[config.mk]
export PLATFORM = sky130hd
export DESIGN_NAME = fml_arb4
export DESIGN_NICKNAME = d
export VERILOG_FILES = /design/src/rtl/fml_arb4_pkg.sv /design/src/rtl/fml_rr_pick.sv /design/src/rtl/fml_arb4.sv
export SDC_FILE = /design/constraint.sdc
export NUM_CORES = 1
export LEC_CHECK = 0
export BUFFER_PORTS_ARGS = -buffer_cell sky130_fd_sc_hd__buf_2
export CORE_AREA = 3 3 323 325
export CTS_BUF_LIST = sky130_fd_sc_hd__clkbuf_8
export DETAILED_ROUTE_END_ITERATION = 7
export DIE_AREA = 0 0 326 328
export HOLD_SLACK_MARGIN = 0.02
export PLACE_DENSITY = 0.3
export SETUP_SLACK_MARGIN = 0.5
export SYNTH_ARGS = -nofsm -noshare
export SYNTH_HDL_FRONTEND = slang
export SYNTH_SLANG_ARGS = --single-unit
[constraint.sdc]
create_clock -name sys_clk -period 2.03 [get_ports sys_clk]
set_clock_uncertainty 0.05 [all_clocks]
set_input_delay 0.1015 -clock sys_clk [delete_from_list [all_inputs] [get_ports sys_clk]]
set_output_delay 0.1015 -clock sys_clk [all_outputs]
set_load 0.01 [all_outputs]
[src/rtl/fml_arb4_pkg.sv]
// Shared constants and types for the four-master FML arbiter.
package fml_arb4_pkg;

  // Number of FML masters sharing the DDR3 controller.
  localparam int NUM_MASTERS   = 4;
  // Width of a master index / round-robin pointer.
  localparam int MIDX_W        = 2;
  // Default number of 64-bit beats per FML transaction.
  localparam int FML_BURST_LEN = 4;
  // FML data path width and byte-enable width.
  localparam int FML_DW        = 64;
  localparam int FML_SW        = 8;

  // Arbiter sequencing states.
  typedef enum logic [1:0] {
    ST_IDLE = 2'd0,
    ST_ADDR = 2'd1,
    ST_DATA = 2'd2
  } fml_state_e;

  // Round-robin successor of a master index; wraps 3 -> 0 naturally.
  function automatic logic [MIDX_W-1:0] rr_next(input logic [MIDX_W-1:0] idx);
    return idx + MIDX_W'(1);
  endfunction

endpackage

[src/rtl/fml_rr_pick.sv]
// Combinational round-robin pick: first requester at or after the pointer.
module fml_rr_pick
  import fml_arb4_pkg::*;
(
  input  logic [NUM_MASTERS-1:0] req_i,
  input  logic [MIDX_W-1:0]      ptr_i,
  output logic [MIDX_W-1:0]      grant_o,
  output logic                   valid_o
);

  // Scan from the farthest offset down to offset 0 so the nearest requester wins.
  always_comb begin
    grant_o = ptr_i;
    valid_o = |req_i;
    for (int k = NUM_MASTERS - 1; k >= 0; k--) begin
      if (req_i[ptr_i + MIDX_W'(k)]) begin
        grant_o = ptr_i + MIDX_W'(k);
      end
    end
  end

endmodule

[src/rtl/fml_arb4.sv]
// Four-master FML arbiter in front of the DDR3 FML controller.
// Address phase is passed through combinationally from the granted master;
// the data phase lasts exactly burst_len beats after the slave ack, and a
// new grant can be issued on the last beat so bursts run back to back.
//
// state   | meaning
// --------+--------------------------------------------------------------
// IDLE    | no grant active, waiting for any request
// ADDR    | granted master's address phase visible on the slave port
// DATA    | burst_len write/read beats for the granted master
module fml_arb4
  import fml_arb4_pkg::*;
#(
  parameter int adr_width = 28,
  parameter int burst_len = FML_BURST_LEN
) (
  input  logic                 sys_clk,
  input  logic                 sys_rst,

  input  logic [adr_width-1:0] m0_adr,
  input  logic                 m0_stb,
  input  logic                 m0_we,
  output logic                 m0_ack,
  input  logic [FML_SW-1:0]    m0_sel,
  input  logic [FML_DW-1:0]    m0_di,
  output logic [FML_DW-1:0]    m0_do,

  input  logic [adr_width-1:0] m1_adr,
  input  logic                 m1_stb,
  input  logic                 m1_we,
  output logic                 m1_ack,
  input  logic [FML_SW-1:0]    m1_sel,
  input  logic [FML_DW-1:0]    m1_di,
  output logic [FML_DW-1:0]    m1_do,

  input  logic [adr_width-1:0] m2_adr,
  input  logic                 m2_stb,
  input  logic                 m2_we,
  output logic                 m2_ack,
  input  logic [FML_SW-1:0]    m2_sel,
  input  logic [FML_DW-1:0]    m2_di,
  output logic [FML_DW-1:0]    m2_do,

  input  logic [adr_width-1:0] m3_adr,
  input  logic                 m3_stb,
  input  logic                 m3_we,
  output logic                 m3_ack,
  input  logic [FML_SW-1:0]    m3_sel,
  input  logic [FML_DW-1:0]    m3_di,
  output logic [FML_DW-1:0]    m3_do,

  output logic [adr_width-1:0] s_adr,
  output logic                 s_stb,
  output logic                 s_we,
  input  logic                 s_ack,
  output logic [FML_SW-1:0]    s_sel,
  output logic [FML_DW-1:0]    s_di,
  input  logic [FML_DW-1:0]    s_do
);

  // A one-beat burst still needs a one-bit counter.
  localparam int BEAT_W = (burst_len > 1) ? $clog2(burst_len) : 1;
  localparam logic [BEAT_W-1:0] LAST_BEAT = BEAT_W'(burst_len - 1);

  logic [adr_width-1:0]   adr_a [NUM_MASTERS];
  logic [FML_SW-1:0]      sel_a [NUM_MASTERS];
  logic [FML_DW-1:0]      di_a  [NUM_MASTERS];
  logic [NUM_MASTERS-1:0] stb_v;
  logic [NUM_MASTERS-1:0] we_v;
  logic [NUM_MASTERS-1:0] ack_v;

  fml_state_e        state_q, state_d;
  logic [MIDX_W-1:0] grant_q, grant_d;
  logic [MIDX_W-1:0] rr_ptr_q, rr_ptr_d;
  logic [BEAT_W-1:0] beat_q, beat_d;

  logic [MIDX_W-1:0] pick_grant;
  logic              pick_valid;

  assign adr_a[0] = m0_adr;
  assign adr_a[1] = m1_adr;
  assign adr_a[2] = m2_adr;
  assign adr_a[3] = m3_adr;
  assign sel_a[0] = m0_sel;
  assign sel_a[1] = m1_sel;
  assign sel_a[2] = m2_sel;
  assign sel_a[3] = m3_sel;
  assign di_a[0]  = m0_di;
  assign di_a[1]  = m1_di;
  assign di_a[2]  = m2_di;
  assign di_a[3]  = m3_di;
  assign stb_v    = {m3_stb, m2_stb, m1_stb, m0_stb};
  assign we_v     = {m3_we, m2_we, m1_we, m0_we};

  assign m0_ack = ack_v[0];
  assign m1_ack = ack_v[1];
  assign m2_ack = ack_v[2];
  assign m3_ack = ack_v[3];

  // Read data is broadcast; only the granted master consumes it.
  assign m0_do = s_do;
  assign m1_do = s_do;
  assign m2_do = s_do;
  assign m3_do = s_do;

  fml_rr_pick u_rr_pick (
    .req_i   (stb_v),
    .ptr_i   (rr_ptr_q),
    .grant_o (pick_grant),
    .valid_o (pick_valid)
  );

  // State, grant, round-robin pointer and beat counter registers.
  always_ff @(posedge sys_clk or negedge sys_rst) begin
    if (!sys_rst) begin
      state_q  <= ST_IDLE;
      grant_q  <= '0;
      rr_ptr_q <= '0;
      beat_q   <= '0;
    end else begin
      state_q  <= state_d;
      grant_q  <= grant_d;
      rr_ptr_q <= rr_ptr_d;
      beat_q   <= beat_d;
    end
  end

  // Next-state logic; the pointer only advances once a transaction is accepted.
  always_comb begin
    state_d  = state_q;
    grant_d  = grant_q;
    rr_ptr_d = rr_ptr_q;
    beat_d   = beat_q;
    case (state_q)
      ST_IDLE: begin
        if (pick_valid) begin
          grant_d = pick_grant;
          state_d = ST_ADDR;
        end
      end
      ST_ADDR: begin
        if (!stb_v[grant_q]) begin
          // Master withdrew its request: drop the grant, leave fairness as it was.
          state_d = ST_IDLE;
        end else if (s_ack) begin
          state_d  = ST_DATA;
          beat_d   = '0;
          rr_ptr_d = rr_next(grant_q);
        end
      end
      ST_DATA: begin
        beat_d = beat_q + 1'b1;
        if (beat_q == LAST_BEAT) begin
          beat_d = '0;
          if (pick_valid) begin
            grant_d = pick_grant;
            state_d = ST_ADDR;
          end else begin
            state_d = ST_IDLE;
          end
        end
      end
      default: begin
        state_d = ST_IDLE;
      end
    endcase
  end

  // Slave-side muxing and ack routing; everything idles at zero outside its phase.
  always_comb begin
    s_adr = '0;
    s_stb = 1'b0;
    s_we  = 1'b0;
    s_sel = '0;
    s_di  = '0;
    ack_v = '0;
    case (state_q)
      ST_ADDR: begin
        s_adr          = adr_a[grant_q];
        s_stb          = stb_v[grant_q];
        s_we           = we_v[grant_q];
        ack_v[grant_q] = s_ack & stb_v[grant_q];
      end
      ST_DATA: begin
        s_sel = sel_a[grant_q];
        s_di  = di_a[grant_q];
      end
      default: begin
      end
    endcase
  end

endmodule

==> results.md <==
* Vias per cell at 2.50
* Initial antenna violation count at 21
* Post-synth EDFFs at 0
* Clock Path Buffers at 2
* Hold-critical path depth at 2
* Reg2reg start: grant_q[0]
* Avg Inst Size Synth at 10.1 µm²
* Overall routing resource usage at 0.0630
* Synth cell types at 34
* Clock latency on the worst-skew pair at 0.23 ns
* Die area at 107000 µm²
* Hold WS at 0.0998 ns
* Final worst slack at -0.0683 ns
* FF-to-FF setup slack at 0.13 ns
* Critical Path Fanout Max at 7
* Critical Path RT at 1.88 ns
* Reg2Reg Depth at 7
* Critical Path End Type: primary output
* Clock slew at reported path FFs at 0.04 ns
* Initial Util at 0.0555
* Pwr dens at 1080 nW/µm²
* Max-Slew Margin vs Limit at 0.648
* Fillers at 11700
* Setup-failing EPs final at 50
* Fmax at 477 MHz
* Via count at 5578
* RSZ-0062 raised after global routing: true
* Num CTS Buffers at 3
* RePlAce Congestion at 0.951
* Static Leak at 4.18 nW
* Fin. max-slew vios at 0
* Die width at 326 µm
* Failing checks: negative setup slack
* Slowest-stage cell, CP: dfrtp_4
* Tcrit/Tclk final at 1.03
* Syn Std Cell Area at 5650 µm²
* FP Rows at 117
* Placed insts at 2174
* Synth Register Bits at 8
* Post-synthesis cell count at 558
* Global-route wire length before repair at 47900 µm
* Post-synth top flop: dfrtp_1
* Layout cells sized above 1 at 0.913
* Pin count of the biggest net entering global routing at 33
* TNS Setup at -1.09 ns
* Final core occ at 0.0978
* HPWL after DPL at 30600 µm
* Worst-path cell chain: buf_4 > buf_12 > buf_12 > mux4_2 > nor2b_1 > buf_4
* Core Region at 102000 µm²
* Vias in the first global route at 6351
* Remaining antenna violation count at 0
* Detailed Routing Iterations Pass 1 at 4
* Synth Net Count at 1038
* MaxCap Viol Count at 0
* Seq/Total Area, Yosys at 0.0355
* Area Growth Syn to Fin at 76.1%
* Root buf cell: clkbuf_8
* Top Ports at 837
* Hold endpoint: state_q[0]
* CTS Sinks at 8
* Startpoint Class: flop
* DRC violations left at 0
* Final nets at 1333
* CTS H-tree depth at 1
* Worst path arrival time at 1.95 ns
* Final hold violation count at 0
* Final Critical Period at 2.10 ns
* 1st-iter DRT viols at 154
* Non-filler instance count after layout at 2227
* Grt total ovfl at 0
* IO buf count at 516
* YS warnings at 0
* Run status: finished with violations
* Biggest cell delay along the critical path at 0.51 ns
* Die Ht at 328 µm
* Hold Path Origin: s_ack
* WS Path Type: flop to primary output
* Max VDD drop at 0.000418 V
* Class of the worst hold path: primary input to flop
* TritonCTS clock tree: built
* Worst slew pin tran at 0.524 ns
* Reg2reg end: rr_ptr_q[0]
* WL final at 36400 µm
* Synth async-reset ratio at 1.00
* WL per Instance at 16.3 µm
## power by group
group	total, W	switching, W	leakage (nW)	internal [W]
logic	0.0101	0.00415	4.07	0.00597
clock network	0.000193	0.0000639	0.0216	0.000129
registers	0.000400	0.000147	0.0944	0.000253
total	0.0107	0.00436	4.18	0.00636
## synthesized netlist by cell type, types with 2 or more instances
cell        n  area [µm²]
buf_4     257        1930
nor2b_1   105         657
mux4_2    101        2270
clkbuf_1   15        56.3
buf_2      13        65.1
dfrtp_1     8         200
buf_6       7        78.8
ha_1        5        62.6
inv_1       5        18.8
and2_1      4        25.0
o22ai_1     4        25.0
o31ai_1     4        30.0
nand2_1     3        11.3
nand2b_1    3        18.8
nor3_1      3        15.0
mux2_1      2        22.5
mux2i_1     2        20.0
## what timing repair did
item	CTS	global route
gates cloned	9	3
hold buffers	1	0
pin swaps	2	1
hold endpoints to repair	8	0
setup endpoints to repair	113	114
buffers inserted	27	2
gates resized for setup	124	48
## worst max-delay path, delay by kind of cell (launching register included)
family	cells	cell delay (ns)
buffers and inverters	4	0.61
DFF	1	0.51
muxes	1	0.43
and+or+nand+nor	1	0.15
## registers in the layout, summed over array words and instances (netlist names)
register and count:
state_q 2, grant_q 2, beat_q 2, rr_ptr_q 2
## layer usage
| layer | GRT usage | vias to the layer above | share of wire |
|---|---|---|---|
| li1 | - | 2344 | - |
| met1 | 0.0600 | 2586 | 0.32 |
| met2 | 0.112 | 517 | 0.50 |
| met3 | 0.0284 | 121 | 0.13 |
| met4 | 0.0357 | 10 | 0.059 |
| met5 | 0 | - | 0.0016 |
## through the flow
| step | area, µm² | total power, W | worst slack (ns) |
|---|---|---|---|
| 2_1_floorplan | 6010 | 0.00590 | 0.422 |
| 3_3_place_gp | 8460 | 0.00795 | 0.0911 |
| 3_5_place_dp | 8460 | 0.00801 | 0.0568 |
| 4_1_cts | 9580 | 0.0106 | -0.0945 |
| 5_1_grt | 9940 | 0.0115 | -0.132 |
| 6_report | 9950 | 0.0107 | -0.0683 |
## cells in the final DEF (no fill, tap or decap), types with 2 or more instances in the layout
master / n
and2_4: 4
buf_12: 16
buf_16: 13
buf_2: 453
buf_4: 22
buf_6: 73
buf_8: 2
clkbuf_16: 2
clkbuf_8: 3
dfrtp_1: 6
dfrtp_4: 2
diode_2: 8
ha_1: 2
ha_2: 2
inv_1: 3
mux2_4: 3
mux2i_4: 2
mux4_2: 101
nand2_1: 3
nand2b_4: 2
nor2b_1: 35
nor2b_4: 69
nor3_1: 3
o22ai_1: 3
o31ai_1: 4
## cells by family after synthesis
logic type | synth area share
DFF | 0.0355
buffers and inverters | 0.380
adders and majority gates | 0.0111
muxes | 0.412
AOI/OAI and AO/OA | 0.0235
and+or+nand+nor | 0.137
## final cells by class
class / instances / area, µm² / area share
inverters: 5 / 22.5 / 0.00226
clock buffers: 3 / 41.3 / 0.00415
flip-flops and latches: 8 / 208 / 0.0209
well taps: 1368 / 1710 / 0.172
repair buffers: 582 / 4020 / 0.404
diodes: 8 / 20.0 / 0.00201
multi-input cells: 253 / 3920 / 0.394
## worst max-delay path by stage
stage / from / to / slack, ns / cells past startpoint
after global placement: grant_q[0] / s_di[56] / 0.09 / 5
after CTS: grant_q[0] / s_adr[24] / -0.09 / 7
after global routing: grant_q[0] / s_adr[18] / -0.13 / 6
after detailed placement: grant_q[0] / s_di[49] / 0.06 / 5
after floorplan: grant_q[0] / s_di[24] / 0.42 / 4
final: grant_q[0] / s_adr[18] / -0.07 / 6
No activity file was read; power rests on OpenSTA's default activity.
